<file path="src/rtl/add4_pkg.sv">
// Shared types and width constants for the add4 4-bit adder.
// Optional overflow output is enabled by defining ADD4_OVF_EN.
package add4_pkg;

  localparam int ADD4_W = 4;

  typedef logic [ADD4_W-1:0] nibble_t;

  typedef struct packed {
    logic    co;
    nibble_t s;
  } add4_res_t;

endpackage

</file>
<file path="src/rtl/add4_full_adder.sv">
// One-bit full adder; add4 chains four of these into a ripple-carry adder.
module full_adder (
  input  logic a,
  input  logic b,
  input  logic ci,
  output logic s,
  output logic co
);

  assign s  = a ^ b ^ ci;
  assign co = (a & b) | (a & ci) | (b & ci);

endmodule

</file>
<file path="src/rtl/add4.sv">
// 4-bit ripple-carry adder a + b + ci -> {co, s}, optionally registered (REG_OUT).
// Defining ADD4_OVF_EN adds the ovf port: signed two's-complement overflow (c3 ^ c4).
module add4
  import add4_pkg::*;
#(
  parameter bit REG_OUT = 1'b1
) (
  input  logic    clk,
  input  logic    rst_n,
  input  logic    in_valid,
  input  nibble_t a,
  input  nibble_t b,
  input  logic    ci,
  output nibble_t s,
  output logic    co,
`ifdef ADD4_OVF_EN
  output logic    ovf,
`endif
  output logic    out_valid
);

  logic [ADD4_W:0] w_c;
  nibble_t         w_sum;
  add4_res_t       w_res;

  assign w_c[0] = ci;

  for (genvar gi = 0; gi < ADD4_W; gi++) begin : g_fa
    full_adder u_fa (
      .a  (a[gi]),
      .b  (b[gi]),
      .ci (w_c[gi]),
      .s  (w_sum[gi]),
      .co (w_c[gi+1])
    );
  end

  assign w_res.co = w_c[ADD4_W];
  assign w_res.s  = w_sum;

`ifdef ADD4_OVF_EN
  logic w_ovf;
  // Overflow when the carry into the sign bit differs from the carry out of it.
  assign w_ovf = w_c[ADD4_W-1] ^ w_c[ADD4_W];
`endif

  if (REG_OUT) begin : g_reg
    add4_res_t r_res;
    logic      r_valid;

    always_ff @(posedge clk or negedge rst_n) begin
      if (!rst_n) begin
        r_res   <= '0;
        r_valid <= 1'b0;
      end else begin
        r_valid <= in_valid;
        if (in_valid) begin
          r_res <= w_res;
        end
      end
    end

`ifdef ADD4_OVF_EN
    logic r_ovf;

    always_ff @(posedge clk or negedge rst_n) begin
      if (!rst_n) begin
        r_ovf <= 1'b0;
      end else if (in_valid) begin
        r_ovf <= w_ovf;
      end
    end

    assign ovf = r_ovf;
`endif

    assign s         = r_res.s;
    assign co        = r_res.co;
    assign out_valid = r_valid;
  end else begin : g_comb
    assign s         = w_res.s;
    assign co        = w_res.co;
    assign out_valid = in_valid;
`ifdef ADD4_OVF_EN
    assign ovf       = w_ovf;
`endif
  end

endmodule

</file>
<file path="config.mk">
export PLATFORM = sky130hd
export DESIGN_NAME = add4
export DESIGN_NICKNAME = d
export VERILOG_FILES = /design/src/rtl/add4_pkg.sv /design/src/rtl/add4_full_adder.sv /design/src/rtl/add4.sv
export SDC_FILE = /design/constraint.sdc
export NUM_CORES = 1
export LEC_CHECK = 0
export ABC_AREA = 1
export ABC_CLOCK_PERIOD_IN_PS = 1200
export CAP_MARGIN = 40
export CORE_AREA = 2 2 39 41
export CTS_CLUSTER_DIAMETER = 80
export CTS_CLUSTER_SIZE = 28
export DETAILED_ROUTE_END_ITERATION = 10
export DIE_AREA = 0 0 41 43
export GPL_TIMING_DRIVEN = 0
export HOLD_SLACK_MARGIN = 0.12
export SYNTH_ARGS = -nofsm -noshare
export SYNTH_HDL_FRONTEND = slang
export SYNTH_SLANG_ARGS = --single-unit
export TNS_END_PERCENT = 30
</file>
<file path="constraint.sdc">
create_clock -name clk -period 1.2 [get_ports clk]
set_input_delay 0.24 -clock clk [delete_from_list [all_inputs] [get_ports clk]]
set_output_delay 0.24 -clock clk [all_outputs]
set_load 0.1 [all_outputs]
</file>
==> results of run 1 <==
[worst max-delay path by stage]
stage               cells past startpoint  slack [ps]               end
floorplan                              10        -640  s[3]$_DFFE_PN0P_
global placement                       11       -1170  s[3]$_DFFE_PN0P_
detailed placement                     11       -1210  s[3]$_DFFE_PN0P_
CTS                                    11        -600  s[3]$_DFFE_PN0P_
global route                           11        -620  s[3]$_DFFE_PN0P_
finish                                 11        -520  s[3]$_DFFE_PN0P_
[per-layer routing]
metal  global-route usage  share of wire  up-vias
met2                0.144           0.52       10
li1                     -              -      151
met3               0.0471          0.057        0
met4               0.0600              0        0
met5                    0              0        -
met1                0.143           0.42      136
[layout make-up]
cell class | count | area, um2
fillers | 139 | 739
repair buffers | 23 | 262
flip-flops and latches | 6 | 150
multi-input cells | 19 | 144
inverters | 11 | 46.3
clock buffers | 3 | 22.5
well taps | 16 | 20.0
[state kept, by name, summed over array words and instances, names as in the netlist]
| register | cells |
|---|---|
| s | 4 |
| co | 1 |
| out_valid | 1 |
[layout by cell type (no fill, tap or decap)]
cell type        count
buf_12               6
buf_2                6
buf_6                3
clkbuf_4             3
clkdlybuf4s50_1      6
dfrtp_1              6
dlygate4sd2_1        2
fa_1                 1
fa_2                 3
inv_1                5
inv_2                4
inv_4                2
nand2_1             15
[power by group]
part / switching (mW) / total [mW] / internal (mW) / leakage, nW
logic: 0.307 / 0.500 / 0.194 / 0.255
clock network: 0.0643 / 0.177 / 0.113 / 0.0138
registers: 0.0135 / 0.246 / 0.232 / 0.0725
total: 0.385 / 0.923 / 0.538 / 0.342
[metrics by stage]
| step | instance area (um2) | worst slack, ps | utilization | power (mW) | hold WS, ps |
|---|---|---|---|---|---|
| global placement | 523 | -1170 | 0.378 | 0.635 | 455 |
| detailed placement | 613 | -1210 | 0.443 | 0.738 | 459 |
| finish | 644 | -521 | 0.466 | 0.923 | 247 |
| global route | 644 | -615 | 0.466 | 0.985 | 253 |
| floorplan | 333 | -641 | - | 0.520 | -55.6 |
| CTS | 636 | -598 | 0.459 | 0.935 | 250 |
[logic make-up after synthesis]
| group | after synthesis | share of synthesized area |
|---|---|---|
| and+or+nand+nor | 15 | 0.172 |
| buffers and inverters | 11 | 0.126 |
| adders and majority gates | 4 | 0.244 |
| DFF | 6 | 0.458 |
[repair_timing]
action,in CTS,in global routing
hold buffers,0,0
hold endpoints to repair,0,0
gates resized for setup,51,2
pin swaps,7,5
setup endpoints to repair,11,4
==> results by group, run 1 <==
Die
  • Starting Density: 0.237
  • Die area: about 1800 um2
  • Io pins: 18
  • Core box area: about 1400 um2
  • Rows: 14
  • Die X-Extent: 41 um
  • Die Ht: 43 um

Critical path
  • Crit path launch: ci
  • Worst reg2reg endpoint: s[1]$_DFFE_PN0P_
  • Setup slack, reg-to-reg: between 500 and 600 ps
  • CP Launch Type: input port
  • CP endpoint kind: flop
  • Crit path buffers/inverters: 5
  • Critical path's slowest cell: fa_1
  • Worst path max stage delay: ~390 ps
  • Worst Path Arrival: roughly 1900 ps
  • CP max FO: 1
  • Reg-to-Reg Start: s[1]$_DFFE_PN0P_
  • Crit path max-delay family: adder cells
  • CP most frequent cell: fa_2
  • R2R cell count: 2
  • Critical path type: input port to flop
  • CP cell instances: buf_6 -> inv_4 -> fa_2 -> inv_2 -> fa_2 -> fa_2 -> inv_2 -> fa_1 -> inv_1 -> nand2_1 -> nand2_1
  • CP Data Required Time: 1370 ps

Yosys
  • Syn_nets: 52
  • Most used DFF post-synth: dfrtp_1
  • Post-synth top area share: 0.458
  • Yosys warning count: 0
  • Top cell types by occurrence after synthesis: 15 x nand2_1, 10 x inv_1, 6 x dfrtp_1
  • Area of the mapped netlist: roughly 330 um2
  • Ys async rst share: 1.00
  • Netlist cell types: 5
  • Post-synth EDFFs: 0
  • Cells after Synth: 36
  • Syn Area/Cell: 9.11 um2
  • Post-synthesis sequential area ratio: 0.458
  • Area contributors post-synth: dfrtp_1 46%, fa_1 24%, nand2_1 17%, inv_1 11%, inv_2 1.1%
  • Synth Register Bits: 6
  • Top-count cell post-synth: nand2_1
  • Yosys top cell by area: dfrtp_1

Placed design
  • Placed Instances: between 70 and 80
  • DP Wirelength: roughly 570 um
  • I/O Buffers: 17
  • GPL Wtd Cong: between 0.6 and 0.7

Timing
  • Slack of the critical path: -521 ps
  • Setup TNS: -1040 ps
  • RSZ-0062 raised after global routing: true
  • Pins over their slew limit: 0
  • Post-route clock period utilization: 1.43
  • Final hold vios: 0
  • Worst Clk Skew: 0 ps
  • Final min period: roughly 1700 ps
  • Least-Margin Pin Slew: ~280 ps
  • Slew HR: 0.813
  • FMAX: between 500 and 600 MHz
  • Setup violations, final: 3

Cells and area
  • Non-Filler Instances: between 70 and 80
  • N_diodes: 0
  • Fraction of layout cells with a size suffix above 1: 0.435
  • Area Growth Syn to Fin: 96.6%
  • Nets: 80

Clock network
  • Root buffer cell: clkbuf_4
  • Longest Clk Path Bufs: 2
  • Clock transition at the registers of the reported paths: approximately 40 ps
  • Skew-Pair Late Insertion Delay: 230 ps
  • Htree depth: 1
  • Sink Count: 6
  • TritonCTS clock tree: built
  • Num CTS Buffers: 3
  • Post-CTS setup buffers: 0

Route
  • Via Count: about 300
  • Drt via density: between 3 and 4
  • Residual DRC: 0
  • 1st-pass router iterations: 2
  • Post-DRT Antenna Nets: 0
  • Starting DRT DRC Count: 2
  • Post-DR wirelength/cell: roughly 8.5 um
  • Routed wire length: between 600 and 700 um

Power
  • LEAKAGE: 0.342 nW
  • PwrDens: 1430 nW/um2
  • Peak supply drop: 435 uV

Global route
  • GRT Util Overall: 0.109
  • Initial antenna violation count: 0
  • GR Overflow Total: 0
  • First-pass GRT wire length: ~1.2 mm
  • Largest net degree at the start of global routing: 8
  • Number of global-route vias before repair: 304

Outcome
  • Status: complete, but fails checks
  • Failing checks: negative setup slack

Run
  • Max-Cap Viols: 0

Hold path
  • Worst Hold Class: input port to async pin
No activity file was read; power rests on OpenSTA's default activity.
==> inputs of run 2 (changes only) <==
--- a/config.mk
+++ b/config.mk
@@ -13,7 +13,6 @@
 export CTS_CLUSTER_SIZE = 28
 export DETAILED_ROUTE_END_ITERATION = 10
 export DIE_AREA = 0 0 41 43
-export GPL_TIMING_DRIVEN = 0
 export HOLD_SLACK_MARGIN = 0.12
 export SYNTH_ARGS = -nofsm -noshare
 export SYNTH_HDL_FRONTEND = slang
==> run 2 against run 1 <==
Against the previous run:
- the flow still finishes with violations (negative setup slack)
- flip-flop and latch count unchanged
- critical path depth unchanged
- die area unchanged
==> results by group, run 2 (synthesis gave the netlist of run 1 again) <==
Clock network
  • Sink Count: 6 (unchanged)
  • Skew-Pair Late Insertion Delay: 240 ps (was 230 ps)
  • Num CTS Buffers: 3 (unchanged)
  • TritonCTS clock tree: built (unchanged)
  • Root buffer cell: clkbuf_4 (unchanged)
  • Clock transition at the registers of the reported paths: 40 ps (about the same)
  • Htree depth: 1 (unchanged)
  • Post-CTS setup buffers: 0 (unchanged)
  • Longest Clk Path Bufs: 2 (unchanged)

Route
  • Via Count: 285 (was 297)
  • 1st-pass router iterations: 4 (was 2)
  • Starting DRT DRC Count: 2 (unchanged)
  • Post-DRT Antenna Nets: 0 (unchanged)
  • Residual DRC: 0 (unchanged)
  • Drt via density: 3.85 (was 3.81)
  • Post-DR wirelength/cell: 8.35 um (was 8.49 um)
  • Routed wire length: 618 um (was 662 um)

Power
  • Power Internal: 0.522 mW (was 0.538 mW)
  • P_sw: 0.382 mW (was 0.385 mW)
  • Switching Share: 0.423 (was 0.417)
  • Sequential power share: 0.292 (was 0.266)
  • Peak supply drop: 411 uV (was 435 uV)
  • Power share of the combinational group: 0.510 (was 0.542)
  • Clk network pwr share: 0.198 (was 0.192)
  • LEAKAGE: 0.326 nW (was 0.342 nW)
  • PwrDens: 1440 nW/um2 (was 1430 nW/um2)

Die
  • Die X-Extent: 41 um (unchanged)
  • Die area: 1760 um2 (unchanged)
  • Rows: 14 (unchanged)
  • Io pins: 18 (unchanged)
  • Core box area: 1380 um2 (unchanged)
  • Die Ht: 43 um (unchanged)
  • Starting Density: 0.237 (unchanged)

Critical path
  • Reg-to-Reg Start: s[1]$_DFFE_PN0P_ (unchanged)
  • CP cell instances: buf_6 -> inv_4 -> fa_2 -> inv_2 -> fa_2 -> fa_2 -> inv_2 -> fa_1 -> inv_1 -> nand2_1 -> nand2_1 (unchanged)
  • CP Launch Type: input port (unchanged)
  • R2R cell count: 2 (unchanged)
  • Setup slack, reg-to-reg: 550 ps (was 590 ps)
  • CP Data Required Time: 1370 ps (about the same)
  • Critical path's slowest cell: fa_1 (unchanged)
  • CP max FO: 1 (unchanged)
  • Critical path type: input port to flop (unchanged)
  • Worst reg2reg endpoint: s[1]$_DFFE_PN0P_ (unchanged)
  • Worst Path Arrival: 1880 ps (was 1900 ps)
  • Worst path max stage delay: 400 ps (was 390 ps)
  • Crit path launch: ci (unchanged)
  • Critical Path Sink: s[3]$_DFFE_PN0P_ (unchanged)
  • CP endpoint kind: flop (unchanged)
  • CP most frequent cell: fa_2 (unchanged)

Cells and area
  • Register Area: 150 um2 (unchanged)
  • Layout Utilization: 0.455 (was 0.466)
  • Most frequent cells in the layout: 15 x nand2_1, 6 x dfrtp_1, 6 x clkdlybuf4s50_1, 6 x buf_12, 5 x inv_1 (was 15 x nand2_1, 6 x dfrtp_1, 6 x clkdlybuf4s50_1, 6 x buf_2, 6 x buf_12)
  • Max reg flops: 4 (unchanged)
  • Fraction of layout cells with a size suffix above 1: 0.397 (was 0.435)
  • Nets: 76 (was 80)
  • Multi-input logic area: 144 um2 (unchanged)
  • Commonest non-fill, non-tap cell in the layout: nand2_1 (unchanged)
  • Number of fill cells: 137 (was 139)
  • N_diodes: 0 (unchanged)
  • Fin area: 629 um2 (was 644 um2)
  • Area Growth Syn to Fin: 92.0% (was 96.6%)

Run
  • Max-Cap Viols: 0 (unchanged)

Timing
  • Post-route clock period utilization: 1.42 (was 1.43)
  • Hold Slack: 239 ps (was 247 ps)
  • RSZ-0062 raised after global routing: true (unchanged)
  • Least-Margin Pin Slew: 263 ps (was 280 ps)
  • Worst Clk Skew: 0 ps (unchanged)
  • Slew HR: 0.824 (was 0.813)
  • Final min period: 1710 ps (was 1720 ps)
  • Slack of the critical path: -510 ps (was -521 ps)
  • FMAX: 585 MHz (was 581 MHz)
  • Setup TNS: -979 ps (was -1040 ps)
  • Pins over their slew limit: 0 (unchanged)
  • Final hold vios: 0 (unchanged)
  • Setup violations, final: 3 (unchanged)

Global route
  • Number of global-route vias before repair: 270 (was 304)
  • GRT Util Overall: 0.0986 (was 0.109)
  • Initial antenna violation count: 0 (unchanged)
  • Largest net degree at the start of global routing: 7 (was 8)
  • First-pass GRT wire length: 1.13 mm (was 1.25 mm)
  • GR Overflow Total: 0 (unchanged)

Placed design
  • Post-DP Area: 598 um2 (was 613 um2)
  • GPL Wtd Cong: 0.697 (was 0.645)
  • I/O Buffers: 17 (unchanged)
  • DP Wirelength: 543 um (was 572 um)

Outcome
  • Status: complete, but fails checks (unchanged)
  • Failing checks: negative setup slack (unchanged)

Hold path
  • Worst Hold Class: input port to async pin (unchanged)
run 2: cell count changes in the layout (fill, tap and decap cells not counted), sizes merged:
cell / delta
buf: -4
run 2: area by class of cell:
| type | instances | share of cell area |
|---|---|---|
| tap | 16 | 0.0318 |
| clock buffer | 3 | 0.0358 |
| multi-input combinational | 19 | 0.229 |
| sequential | 6 | 0.239 |
| inverter | 11 | 0.0736 |
| timing repair buffer | 19 | 0.392 |
run 2: worst max-delay path: cells and delay by family:
kind / cells / cell delay, ps
AND/OR/NAND/NOR: 2 / 90
buffers and inverters: 5 / 300
adder cells (fa/ha/maj): 4 / 1260
run 2: worst min-delay path by stage:
stage               start                to  slack [ps]  cells after the start
global placement    rst_n  s[0]$_DFFE_PN0P_         500                      1
floorplan           rst_n    co$_DFFE_PN0P_         -60                      0
finish              rst_n  s[0]$_DFFE_PN0P_         240                      1
CTS                 rst_n  s[0]$_DFFE_PN0P_         250                      1
detailed placement  rst_n  s[0]$_DFFE_PN0P_         500                      1
global route        rst_n  s[2]$_DFFE_PN0P_         260                      1
run 2: repair_timing:
action,CTS,global route
hold buffers,0,0
endpoints found under the setup margin,5,4
pin swaps,9,3
gates resized for setup,22,2
cloned,0,0
run 2: metrics by stage:
stage          cells  power, mW  setup WS [ps]
6_report          74      0.904           -510
3_3_place_gp      71      0.720          -1150
2_1_floorplan     36      0.520           -641
5_1_grt           74      0.958           -592
4_1_cts           74      0.919           -584
3_5_place_dp      71      0.730          -1200
run 2: per-layer routing:
layer | routed length, um | vias to the layer above | GRT usage
met5 | 0 | - | 0
li1 | - | 142 | -
met3 | 50 | 2 | 0.0471
met4 | 4 | 0 | 0.0600
met2 | 318 | 12 | 0.125
met1 | 244 | 129 | 0.130
run 2: power groups by stage:
stage | logic (mW) | clock network, mW | registers (mW)
after floorplan | 0.0568 | 0 | 0.463
after global placement | 0.454 | 0 | 0.266
after detailed placement | 0.462 | 0 | 0.268
after CTS | 0.464 | 0.189 | 0.265
after global routing | 0.489 | 0.203 | 0.267
final | 0.461 | 0.179 | 0.264
==> variant (flow settings as in run 2) <==
The package constant `ADD4_W` goes from 4 to 6.
--- a/src/rtl/add4_pkg.sv
+++ b/src/rtl/add4_pkg.sv
@@ -4,3 +4,3 @@
 
-  localparam int ADD4_W = 4;
+  localparam int ADD4_W = 6;
 
Ports: changed (resized a, b and s); port bits go from 18 to 24. No check against the original RTL was run, so the function may have changed too.
==> variant against run 2 <==
  * Sequential power up 36%
  * The run still ends with setup timing left
  * Design area up 31%
  * Power up 34%
  * Worst setup slack worse by 0.72 ns
  * Routed wire length up 30%
  * Largest cell class unchanged
  * Area after synthesis up 38%
  * Worst hold slack better by 0.022 ns
  * Sequential cell count up 2
==> variant: results (changes against run 2) <==
status finished, violations left; failing checks setup timing; initial antenna violation count 0 (unchanged); detailed-placement wirelength estimate 730 um (+34%); largest net degree at the start of global routing 9 (+2); ys async rst share 1.00 (unchanged); synthesized net count 69 (+33%); number of port buffers 23 (+6); Hold Path Class in -> async; Slew Viols, Final 0 (unchanged); post-cts sizing count 23 (+4.5%); r2r startpoint s[3]; routed len/inst 8.96 um (+7.2%); ranking of synthesized cells by area dfrtp_1 (44%), fa_1 (27%), nand2_1 (17%), inv_1 (8.3%), buf_6 (2.5%); final-stage net count 98 (+29%); Root Driver clkbuf_4; via count 373 (+31%); CTS H-tree depth 1 (unchanged); FF-to-FF path depth 2 (unchanged); Max Clock Skew 0 ns (unchanged); post-layout worst setup margin -1.23 ns (-0.724 ns); critical path's top delay family adder cells; proportion of layout cells with a drive suffix above 1 0.365 (-0.0317); reg-to-reg slack, setup 0.54 ns; Synth cell types 6 (+1); WP data arrival 2.62 ns (+0.74 ns); Tot GR Track Use 0.117 (+0.0181); FF-to-FF End s[3]; Final Wtd Congestion 0.653 (-6.3%); yosys warns 0 (unchanged); Comb pwr share 0.542 (+0.032); final setup fails 5 (+2); vias in the first global route 349 (+29%); CP peak stage delay 0.40 ns (about the same); fillers 110 (-20%); clock buffer depth 2 (unchanged); CTS Buf Count 3 (unchanged); first-pass GRT wire length 1430 um (+26%); Post-synth top cells nand2_1 (21), inv_1 (10), dfrtp_1 (8), fa_1 (6); Seq/Total Area, Yosys 0.443 (-0.0148); clock group power 0.000194 W (+8%); sw frac 0.440 (+0.0170); Relative slew margins 0.775 (-0.0497); ys flop type dfrtp_1; number of post-CTS setup repair buffers 0 (unchanged); DRT iter0 DRCs 6 (+4); # diodes 0 (unchanged); Largest register FFs 6 (+2); Fin Hold WS 0.262 ns (+0.0221 ns); Pleak 0.415 nW (+27%); pre-CTS setup slack -1.84 ns (-0.642 ns); VDD IR-drop max 0.521 mV (+27%); Worst path slowest cell fa_2; Max Fanout on Critical Path 1 (unchanged)
==> variant: changes by cell type in the layout (fill, tap and decap cells not counted), sizes merged <==
cell / run 2 / this run
clkdlybuf4s50: 6 / 10
fa: 4 / 6
nand2: 15 / 21
dfrtp: 6 / 8
buf: 11 / 13
==> variant: final cells by class <==
class                      instances  area, sq um  area share
multi-input combinational         27          211       0.256
tap                               16         20.0      0.0242
clock buffer                       3         22.5      0.0272
sequential                         8          200       0.242
timing repair buffer              25          327       0.395
inverter                          11         46.3      0.0560
==> variant: metrics by stage <==
step                      cells  instance area [sq um]  TNS (ns)  power, W
after floorplan              47                    459     -4.73  0.000731
after global placement       87                    793     -7.91   0.00101
after detailed placement     87                    793     -7.98   0.00102
after CTS                    90                    825     -4.04   0.00122
after global routing         90                    827     -4.22   0.00127
final                        90                    827     -3.95   0.00121
==> variant: kinds of logic (layout without fill, tap and decap cells) <==
family,Yosys count,count (layout),synth area share
adders and majority gates,6,6,0.266
buffers and inverters,12,39,0.116
DFF,8,8,0.443
and+or+nand+nor,21,21,0.175
==> variant: routing by layer <==
metal / up-vias / part of all wire / wire (um) / track usage
li1: 185 / - / - / -
met1: 174 / 0.40 / 326 / 0.154
met2: 14 / 0.50 / 406 / 0.175
met3: 0 / 0.091 / 73 / 0.0366
met4: 0 / 0 / 0 / 0.0400
met5: - / 0 / 0 / 0
==> variant: how the worst max path moves through the flow <==
| stage | start | to |
|---|---|---|
| floorplan | a[0] | s[5] |
| global placement | a[0] | s[5] |
| detailed placement | a[0] | s[5] |
| CTS | b[0] | s[5] |
| global route | b[0] | s[5] |
| finish | b[0] | s[5] |
==> variant: worst register-to-register path, cell delays in order, from the launching register on <==
cell and delay [ns]:
dfrtp_1 0.41, nand2_1 0.09, nand2_1 0.05
